<file path="config.mk">
export PLATFORM = sky130hd
export DESIGN_NAME = player_key_ctrl
export DESIGN_NICKNAME = d
export VERILOG_FILES = /design/src/rtl/player_key_ctrl.sv
export SDC_FILE = /design/constraint.sdc
export NUM_CORES = 1
export LEC_CHECK = 0
export CORE_UTILIZATION = 34
export CTS_BUF_LIST = sky130_fd_sc_hd__clkbuf_8
export DETAILED_ROUTE_END_ITERATION = 7
export PLACE_DENSITY = 0.67
export SLEW_MARGIN = 0
export SYNTH_ARGS = -nofsm -noshare
export SYNTH_HDL_FRONTEND = slang
export SYNTH_SLANG_ARGS = --single-unit
</file>
<file path="constraint.sdc">
create_clock -name frame_clk -period 2.4 [get_ports frame_clk]
set_input_delay 0.36 -clock frame_clk [delete_from_list [all_inputs] [get_ports frame_clk]]
set_output_delay 0.36 -clock frame_clk [all_outputs]
set_load 0.01 [all_outputs]
</file>
<file path="src/rtl/player_key_ctrl.sv">
// Frame-rate keycode conditioner in front of player motion: turns raw W into a bounded jump,
// arbitrates A/D/S. Optional air jump is compiled in with `define PLAYER_DOUBLE_JUMP_EN.
//
// state | meaning
// IDLE  | on ground, horizontal/down keys pass through, W edge starts a jump
// JUMP  | emitting KEY_W for a fixed number of frames
// FALL  | emitting 8'h00 so gravity pulls the player down
// COOL  | landed, horizontal keys pass, W ignored until the timer expires
module player_key_ctrl #(
  parameter int unsigned JUMP_FRAMES     = 27,
  parameter int unsigned COOLDOWN_FRAMES = 8,
  parameter logic [9:0]  GROUND_Y        = 10'd377,
  parameter logic [7:0]  KEY_W           = 8'h52,
  parameter logic [7:0]  KEY_S           = 8'h51,
  parameter logic [7:0]  KEY_A           = 8'h50,
  parameter logic [7:0]  KEY_D           = 8'h4F
) (
  input  logic       frame_clk,
  input  logic       Reset,
  input  logic [7:0] keycode0,
  input  logic [7:0] keycode1,
  input  logic [9:0] player_y,
  output logic [7:0] keycode,
  output logic       jump_active,
  output logic [1:0] state_dbg
);

  localparam int unsigned CNT_MAX = (JUMP_FRAMES > COOLDOWN_FRAMES) ? JUMP_FRAMES : COOLDOWN_FRAMES;
  localparam int CW = $clog2(CNT_MAX + 1);
  localparam logic [CW-1:0] JUMP_LOAD = CW'(JUMP_FRAMES - 1);
  localparam logic [CW-1:0] COOL_LOAD = CW'(COOLDOWN_FRAMES - 1);

  typedef enum logic [1:0] {
    IDLE = 2'd0,
    JUMP = 2'd1,
    FALL = 2'd2,
    COOL = 2'd3
  } state_e;

  state_e        state_q, state_d;
  logic [CW-1:0] cnt_q, cnt_d;
  logic [7:0]    keycode_q, keycode_d;
  logic          jump_active_q, jump_active_d;
  logic          w_prev_q;

  logic       key_w, key_a, key_s, key_d;
  logic       w_rise, grounded;
  logic [7:0] horiz;

  assign key_w    = (keycode0 == KEY_W) || (keycode1 == KEY_W);
  assign key_a    = (keycode0 == KEY_A) || (keycode1 == KEY_A);
  assign key_s    = (keycode0 == KEY_S) || (keycode1 == KEY_S);
  assign key_d    = (keycode0 == KEY_D) || (keycode1 == KEY_D);
  assign w_rise   = key_w && !w_prev_q;
  assign grounded = (player_y >= GROUND_Y);

  always_comb begin
    horiz = 8'h00;
    if (key_a && !key_d)      horiz = KEY_A;
    else if (key_d && !key_a) horiz = KEY_D;
    else if (key_a && key_d)  horiz = 8'h00;
    else if (key_s)           horiz = KEY_S;
  end

`ifdef PLAYER_DOUBLE_JUMP_EN
  logic used_q, used_d;
`endif

  always_comb begin
    state_d   = state_q;
    cnt_d     = cnt_q;
    keycode_d = keycode_q;
`ifdef PLAYER_DOUBLE_JUMP_EN
    used_d    = used_q;
`endif
    unique case (state_q)
      IDLE: begin
        if (w_rise && grounded) begin
          state_d   = JUMP;
          cnt_d     = JUMP_LOAD;
          keycode_d = KEY_W;
        end else begin
          keycode_d = horiz;
        end
      end
      JUMP: begin
        // landing is deliberately ignored here: a jump always runs its full length
        keycode_d = KEY_W;
        if (cnt_q == '0) begin
          state_d   = FALL;
          keycode_d = 8'h00;
        end else begin
          cnt_d = cnt_q - CW'(1);
        end
      end
      FALL: begin
        keycode_d = 8'h00;
        if (grounded) begin
          state_d   = COOL;
          cnt_d     = COOL_LOAD;
          keycode_d = horiz;
`ifdef PLAYER_DOUBLE_JUMP_EN
          used_d    = 1'b0;
        end else if (w_rise && !used_q) begin
          state_d   = JUMP;
          cnt_d     = JUMP_LOAD;
          keycode_d = KEY_W;
          used_d    = 1'b1;
`endif
        end
      end
      COOL: begin
        keycode_d = horiz;
        if (cnt_q == '0) state_d = IDLE;
        else             cnt_d   = cnt_q - CW'(1);
      end
      default: state_d = IDLE;
    endcase
    jump_active_d = (state_d == JUMP) || (state_d == FALL);
  end

  always_ff @(posedge frame_clk) begin
    if (Reset) begin
      state_q       <= IDLE;
      cnt_q         <= '0;
      keycode_q     <= 8'h00;
      jump_active_q <= 1'b0;
      w_prev_q      <= 1'b0;
    end else begin
      state_q       <= state_d;
      cnt_q         <= cnt_d;
      keycode_q     <= keycode_d;
      jump_active_q <= jump_active_d;
      w_prev_q      <= key_w;
    end
  end

`ifdef PLAYER_DOUBLE_JUMP_EN
  always_ff @(posedge frame_clk) begin
    if (Reset) used_q <= 1'b0;
    else       used_q <= used_d;
  end
`endif

  assign keycode     = keycode_q;
  assign jump_active = jump_active_q;
  assign state_dbg   = state_q;

endmodule

</file>
==> metrics.md, run 1 <==
| Metric | Value |
|---|---|
| R2R depth | 7 |
| Dpl cells | 152 |
| Power share of the sequential group | 46.5% |
| Reg2reg end | keycode[0] |
| Yosys reg bits | 14 |
| Dpl cell area | 1230 um2 |
| Root buf cell | clkbuf_8 |
| Vias/cell | 5.52 |
| Yosys warns | 0 |
| Detailed-route via count | 855 |
| Clk Latency, worst-skew pair | 240 ps |
| GRT Util Overall | 16.1% |
| Hold-fix buffers, CTS | 0 |
| DP Worst Slack | 120 ps |
| Final Hold Viols | 0 |
| Synth top area share | 32.3% |
| Synth Flop Type | dfxtp_1 |
| Die height | 52.5 um |
| Post-synthesis adder-cell area fraction | 2.88% |
| Top layer in use | met4 |
| Detail Route Antenna Nets | 0 |
| Post-cts resize count | 0 |
| Xor/xnor share of the synthesized area | 0% |
| Post-synthesis sequential area ratio | 32.3% |
| Nature of the critical path startpoint | input port |
| FMAX | 0.490 GHz |
| Post-synth top area cell | dfxtp_1 |
| Synth Area in Simple Gates | 30.1% |
| P_sw | 0.108 mW |
| Comb power frac | 16.3% |
| H-tree level count | 1 |
| Site Rows | 17 |
| Vias in the first global route | 819 |
| Hold WC Path Type | flip-flop to flip-flop |
| Final setup viols | 0 |
| Max FO, Critical Path | 4 |
| IO Port Bufs | 36 |
| Drt total wl | 1.94 mm |
| Crit-path cells | clkdlybuf4s50_1 -> or3b_1 -> o32a_2 -> o211ai_2 -> nand3_1 -> and3b_1 |
| R2R Path Start | cnt_q[0] |
| Maximum buffer depth of the clock tree | 2 |
| Slew Limit Fails | 0 |
| TritonCTS Buffers | 3 |
| Req. time, crit path | 2530 ps |
| Async S/R FF share, synth | 0% |
| Synth Area in Compound Gates | 26.9% |
| HPWL Detailed | 1.64 mm |
| Mapped Avg Cell Area | 9.44 um2 |
| Max-cap viol count | 0 |
| Multiplexer share of the synthesized area | 0% |
| Worst EP arrival | 2180 ps |
| Fin area | 1270 um2 |
| TritonCTS clock tree | built |
| Initial Utilization | 37.5% |
| Post-synth EDFFs | 0 |
| Core ar. | 2320 um2 |
| Synth top area cells | dfxtp_1, nor2_1, a211oi_1, buf_4, ha_1 |
| Post-Route Utilization | 54.7% |
| Met2 WL | 908 um |
| Final Power | 0.507 mW |
| Largest family of logic cells by synthesized area | simple AND/OR/NAND/NOR gates |
| N_diodes | 0 |
| Sink Count | 14 |
| RSZ-0062 raised after global routing | false |
| Cells after synthesis | 92 |
| GPL Wtd Cong | 0.772 |
| Nets@finish | 159 |
| Worst VDD drop | 0.238 mV |
| Pwr per Cell Area | 400 nW/um2 |
| Initial antenna violation count | 0 |
| Grt ovf | 0 |
| Post-Layout Cell Count | 155 |
| Layout cell share with drive strength beyond 1 | 14.2% |
| Synthesized area | 868 um2 |
| Synth unique cells | 44 |
| Run status | completed |
| Clk pwr share | 37.2% |
| Sw Ratio | 21.4% |
| Worst path max stage delay | 460 ps |
| Met1 wire length | 901 um |
| # DRC | 0 |
| Crit-path slowest cell | clkdlybuf4s50_1 |
| Die area | 2760 um2 |
| Pre-antenna DRT Iters | 4 |
| Crit. End Element | flip-flop |
| Worst Min Path Start | cnt_q[4] |
| Final worst slack | 358 ps |
| WS Path Type | input port to flip-flop |
| DR iter-0 viols | 19 |
| Hold WS | 540 ps |
| Min-Delay Endpoint | cnt_q[4] |
| I/O pins | 39 |
| Met3 WL | 93 um |
| Worst Skew | 0.708 ps |
| Area delta synth->final | 46.0% |
| Die Wd | 52.5 um |
| Internal power | 0.399 mW |
| Flop2flop setup slack | 520 ps |
| Crit share post-route | 85.1% |
| Leakage | 0.452 nW |
| Largest net degree at the start of global routing | 11 |
| Wire per inst | 12.5 um |
| Setup TNS | 0 ps |
| Clock-pin slew on the worst setup and hold paths | 50 ps |
| Crit path time final | 2040 ps |
| Setup bufs post-CTS | 0 |
| Hold path depth | 1 |
| First-pass GRT wire length | 3.31 mm |
registers in the layout, summed over array words and instances (netlist names):
name and count:
keycode 5, cnt_q 5, state_dbg 2, jump_active 1, w_prev_q 1
Yosys cell counts (3+ instances only):
| cell type | count |
|---|---|
| buf_4 | 4 |
| nand2b_1 | 3 |
| inv_1 | 6 |
| a211oi_1 | 4 |
| dfxtp_1 | 14 |
| nor2_1 | 11 |
kinds of logic (layout without fill, tap and decap cells):
family,count (synthesis),count (layout)
AO/OA/AOI/OAI,25,25
adder cells (fa/ha/maj),2,2
buffers and inverters,11,45
flip-flops,14,14
other,1,2
AND/OR/NAND/NOR,39,39
cells in the final DEF, fill, tap and decap left out, types with 3 or more instances in the layout:
cell / netlist / layout
nand2b_1: 3 / 3
nor2_1: 11 / 11
clkbuf_8: 0 / 3
inv_1: 6 / 6
dfxtp_1: 14 / 14
a211oi_1: 4 / 4
clkdlybuf4s50_1: 0 / 36
final cells by class:
cell class / count / area (um2)
Multi-Input combinational cell: 68 / 528
Sequential cell: 14 / 280
Inverter: 6 / 22.5
Clock buffer: 3 / 41.3
Tap cell: 28 / 35.0
Timing Repair Buffer: 36 / 360
Fill cell: 222 / 1050
power groups by stage:
stage | Sequential [mW] | Combinational (mW) | Clock (mW)
floorplan | 0.241 | 0.0308 | 0
global placement | 0.241 | 0.0814 | 0
detailed placement | 0.241 | 0.0827 | 0
CTS | 0.236 | 0.0829 | 0.191
global route | 0.236 | 0.0895 | 0.202
finish | 0.236 | 0.0826 | 0.189
worst max-delay path by stage:
stage | cells past startpoint | end | slack, ps | start
after floorplan | 5 | cnt_q[0] | 660 | keycode0[2]
after global placement | 6 | cnt_q[0] | 160 | keycode0[4]
after detailed placement | 6 | cnt_q[0] | 120 | keycode0[4]
after CTS | 6 | cnt_q[0] | 370 | keycode0[4]
after global routing | 6 | cnt_q[0] | 290 | keycode0[4]
final | 6 | keycode[0] | 360 | keycode0[4]
per-layer routing:
layer	up-vias	GRT usage (%)
met5	-	0
met4	0	7.46
met3	5	2.32
met2	34	26.2
met1	393	20.7
li1	423	-
critical path: cells and delay by family:
kind            cells  cell delay [ps]
buf+inv             1              460
simple gates        3              770
compound gates      2              590
No activity file was read; power rests on OpenSTA's default activity.
==> run 2, diff against run 1 <==
--- a/config.mk
+++ b/config.mk
@@ -8,6 +8,7 @@
 export CORE_UTILIZATION = 34
 export CTS_BUF_LIST = sky130_fd_sc_hd__clkbuf_8
 export DETAILED_ROUTE_END_ITERATION = 7
+export GPL_TIMING_DRIVEN = 0
 export PLACE_DENSITY = 0.67
 export SLEW_MARGIN = 0
 export SYNTH_ARGS = -nofsm -noshare
==> run 2 against run 1 <==
  * Total power grew 9.6%
  * Worst hold slack got worse by 190 ps
  * Global-route usage decreased by 0.60 points
  * Combinational power is 2.7% higher
  * Die area stayed put
  * Clock power rose by 25%
  * Core utilization rose by 1.9 points
  * Wire length is 4.7% lower
  * Critical path depth unchanged
  * Sequential power about the same
  * Sequential share of layout area fell by 0.76 points
  * Clock skew up 4.0 ps
  * Critical endpoint is now cnt_q[0]
  * Largest cell class unchanged
==> metrics.md, run 2 (synthesis results as in run 1) <==
| Metric | Value |
|---|---|
| GPL Wtd Cong | 0.823 (+6.7%) |
| Flop2flop setup slack | 540 ps (+20 ps) |
| Core ar. | 2320 um2 (unchanged) |
| Nets@finish | 163 (+2.5%) |
| Crit share post-route | 84.1% (-0.97 points) |
| Clock-pin slew on the worst setup and hold paths | 60 ps (about the same) |
| Most common cell after layout, fill and taps aside | clkdlybuf4s50_1 |
| GRT Util Overall | 15.5% (-0.60 points) |
| Worst EP arrival | 2160 ps (-20 ps) |
| Leakage | 0.483 nW (+6.8%) |
| I/O pins | 39 (unchanged) |
| Die height | 52.5 um (unchanged) |
| RSZ-0062 raised after global routing | false |
| Hold-fix buffers, CTS | 0 (unchanged) |
| Max FO, Critical Path | 4 (unchanged) |
| Detail Route Antenna Nets | 0 (unchanged) |
| Max-cap viol count | 0 (unchanged) |
| Run status | completed |
| Post-cts resize count | 0 (unchanged) |
| FMAX | 0.495 GHz (+1.2%) |
| H-tree level count | 1 (unchanged) |
| Site Rows | 17 (unchanged) |
| Final Hold Viols | 0 (unchanged) |
| Area delta synth->final | 51.2% |
| TritonCTS Buffers | 3 (unchanged) |
| Worst Skew | 4.69 ps (+3.98 ps) |
| Vias/cell | 5.28 (-4.3%) |
| Vias in the first global route | 758 (-7.4%) |
| Pre-antenna DRT Iters | 4 (unchanged) |
| Critical Path Source | keycode1[0] |
| Setup crit end | cnt_q[0] |
| N_diodes | 0 (unchanged) |
| Nature of the critical path startpoint | input port |
| Setup bufs post-CTS | 0 (unchanged) |
| HPWL Detailed | 1.54 mm (-5.7%) |
| Clk Latency, worst-skew pair | 250 ps (about the same) |
| WS Path Type | input port to flip-flop |
| Wire per inst | 11.5 um (-7.7%) |
| R2R depth | 7 (unchanged) |
| Die area | 2760 um2 (unchanged) |
| Reg2reg end | keycode[0] |
| Fill cells | 233 (+5.0%) |
| Initial antenna violation count | 0 (unchanged) |
| # DRC | 0 (unchanged) |
| Pwr per Cell Area | 424 nW/um2 (+5.8%) |
| R2R Path Start | cnt_q[0] |
| Die Wd | 52.5 um (unchanged) |
| Largest net degree at the start of global routing | 11 (unchanged) |
| Worst VDD drop | 0.285 mV (+20%) |
| TritonCTS clock tree | built |
| Initial Utilization | 37.5% (unchanged) |
| DR iter-0 viols | 10 (-9) |
| IO Port Bufs | 35 (-2.8%) |
| Detailed-route via count | 845 (-1.2%) |
| Final setup viols | 0 (unchanged) |
| Grt ovf | 0 (unchanged) |
| Crit. End Element | flip-flop |
| Worst Min Path Start | Reset |
| Setup TNS | 0 ps (unchanged) |
| Crit path time final | 2020 ps (-23.3 ps) |
| First-pass GRT wire length | 3.11 mm (-6.3%) |
| Root buf cell | clkbuf_8 |
| Maximum buffer depth of the clock tree | 2 (unchanged) |
| Hold WS | 348 ps (-191 ps) |
| Hold WC Path Type | input port to flip-flop |
| Slew Limit Fails | 0 (unchanged) |
| Sink Count | 14 (unchanged) |
| Drt total wl | 1.85 mm (-4.7%) |
| Layout cell share with drive strength beyond 1 | 18.2% (+4.0 points) |
| Req. time, crit path | 2540 ps (about the same) |
| Commonest non-fill, non-tap cells in the layout | clkdlybuf4s50_1, dfxtp_1, nor2_1, inv_1 |
## run 2: per-stage QoR
stage / area, um2 / std cells / power, mW / setup slack [ps] / util, %
6_report: 1310 / 160 / 0.556 / 381 / 56.6
5_1_grt: 1310 / 160 / 0.575 / 272 / 56.6
4_1_cts: 1310 / 160 / 0.557 / 374 / 56.6
3_5_place_dp: 1260 / 156 / 0.326 / 114 / 54.2
3_3_place_gp: 1260 / 156 / 0.324 / 128 / 54.2
2_1_floorplan: 872 / 93 / 0.272 / 656 / -
## run 2: power by group
| part | switching [mW] | leakage [nW] | internal [mW] |
|---|---|---|---|
| combinational | 0.0292 | 0.341 | 0.0556 |
| sequential | 0.00119 | 0.113 | 0.234 |
| clock | 0.0902 | 0.0288 | 0.145 |
## run 2: how the worst min path moves through the flow
| stage | endpoint | slack (ps) | depth (start not counted) |
|---|---|---|---|
| 2_1_floorplan | cnt_q[3] | 490 | 1 |
| 3_3_place_gp | cnt_q[3] | 510 | 1 |
| 3_5_place_dp | cnt_q[3] | 520 | 1 |
| 4_1_cts | state_dbg[0] | 350 | 2 |
| 5_1_grt | state_dbg[0] | 360 | 2 |
| 6_report | state_dbg[0] | 350 | 2 |
## run 2: layout make-up
cell class | instances | area, um2 | share of cell area (%)
multi-input cells | 68 | 528 | 40.2
repair buffers | 35 | 350 | 26.7
flip-flops and latches | 14 | 280 | 21.4
clock buffers | 4 | 55.1 | 4.19
plain buffers | 5 | 41.3 | 3.15
well taps | 28 | 35.0 | 2.67
inverters | 6 | 22.5 | 1.72
## run 2: critical path, cell delays in order
cell	delay, ps
clkdlybuf4s50_1	460
or4b_1	530
o32a_2	220
o211ai_2	210
nand2_2	110
a32o_2	270
## run 2: layer usage
layer  global-route usage [%]  part of all wire [%]
met5                        0                     0
met3                     4.35                   5.9
met1                     19.3                    47
met2                     24.1                    46
met4                     7.89                   1.8
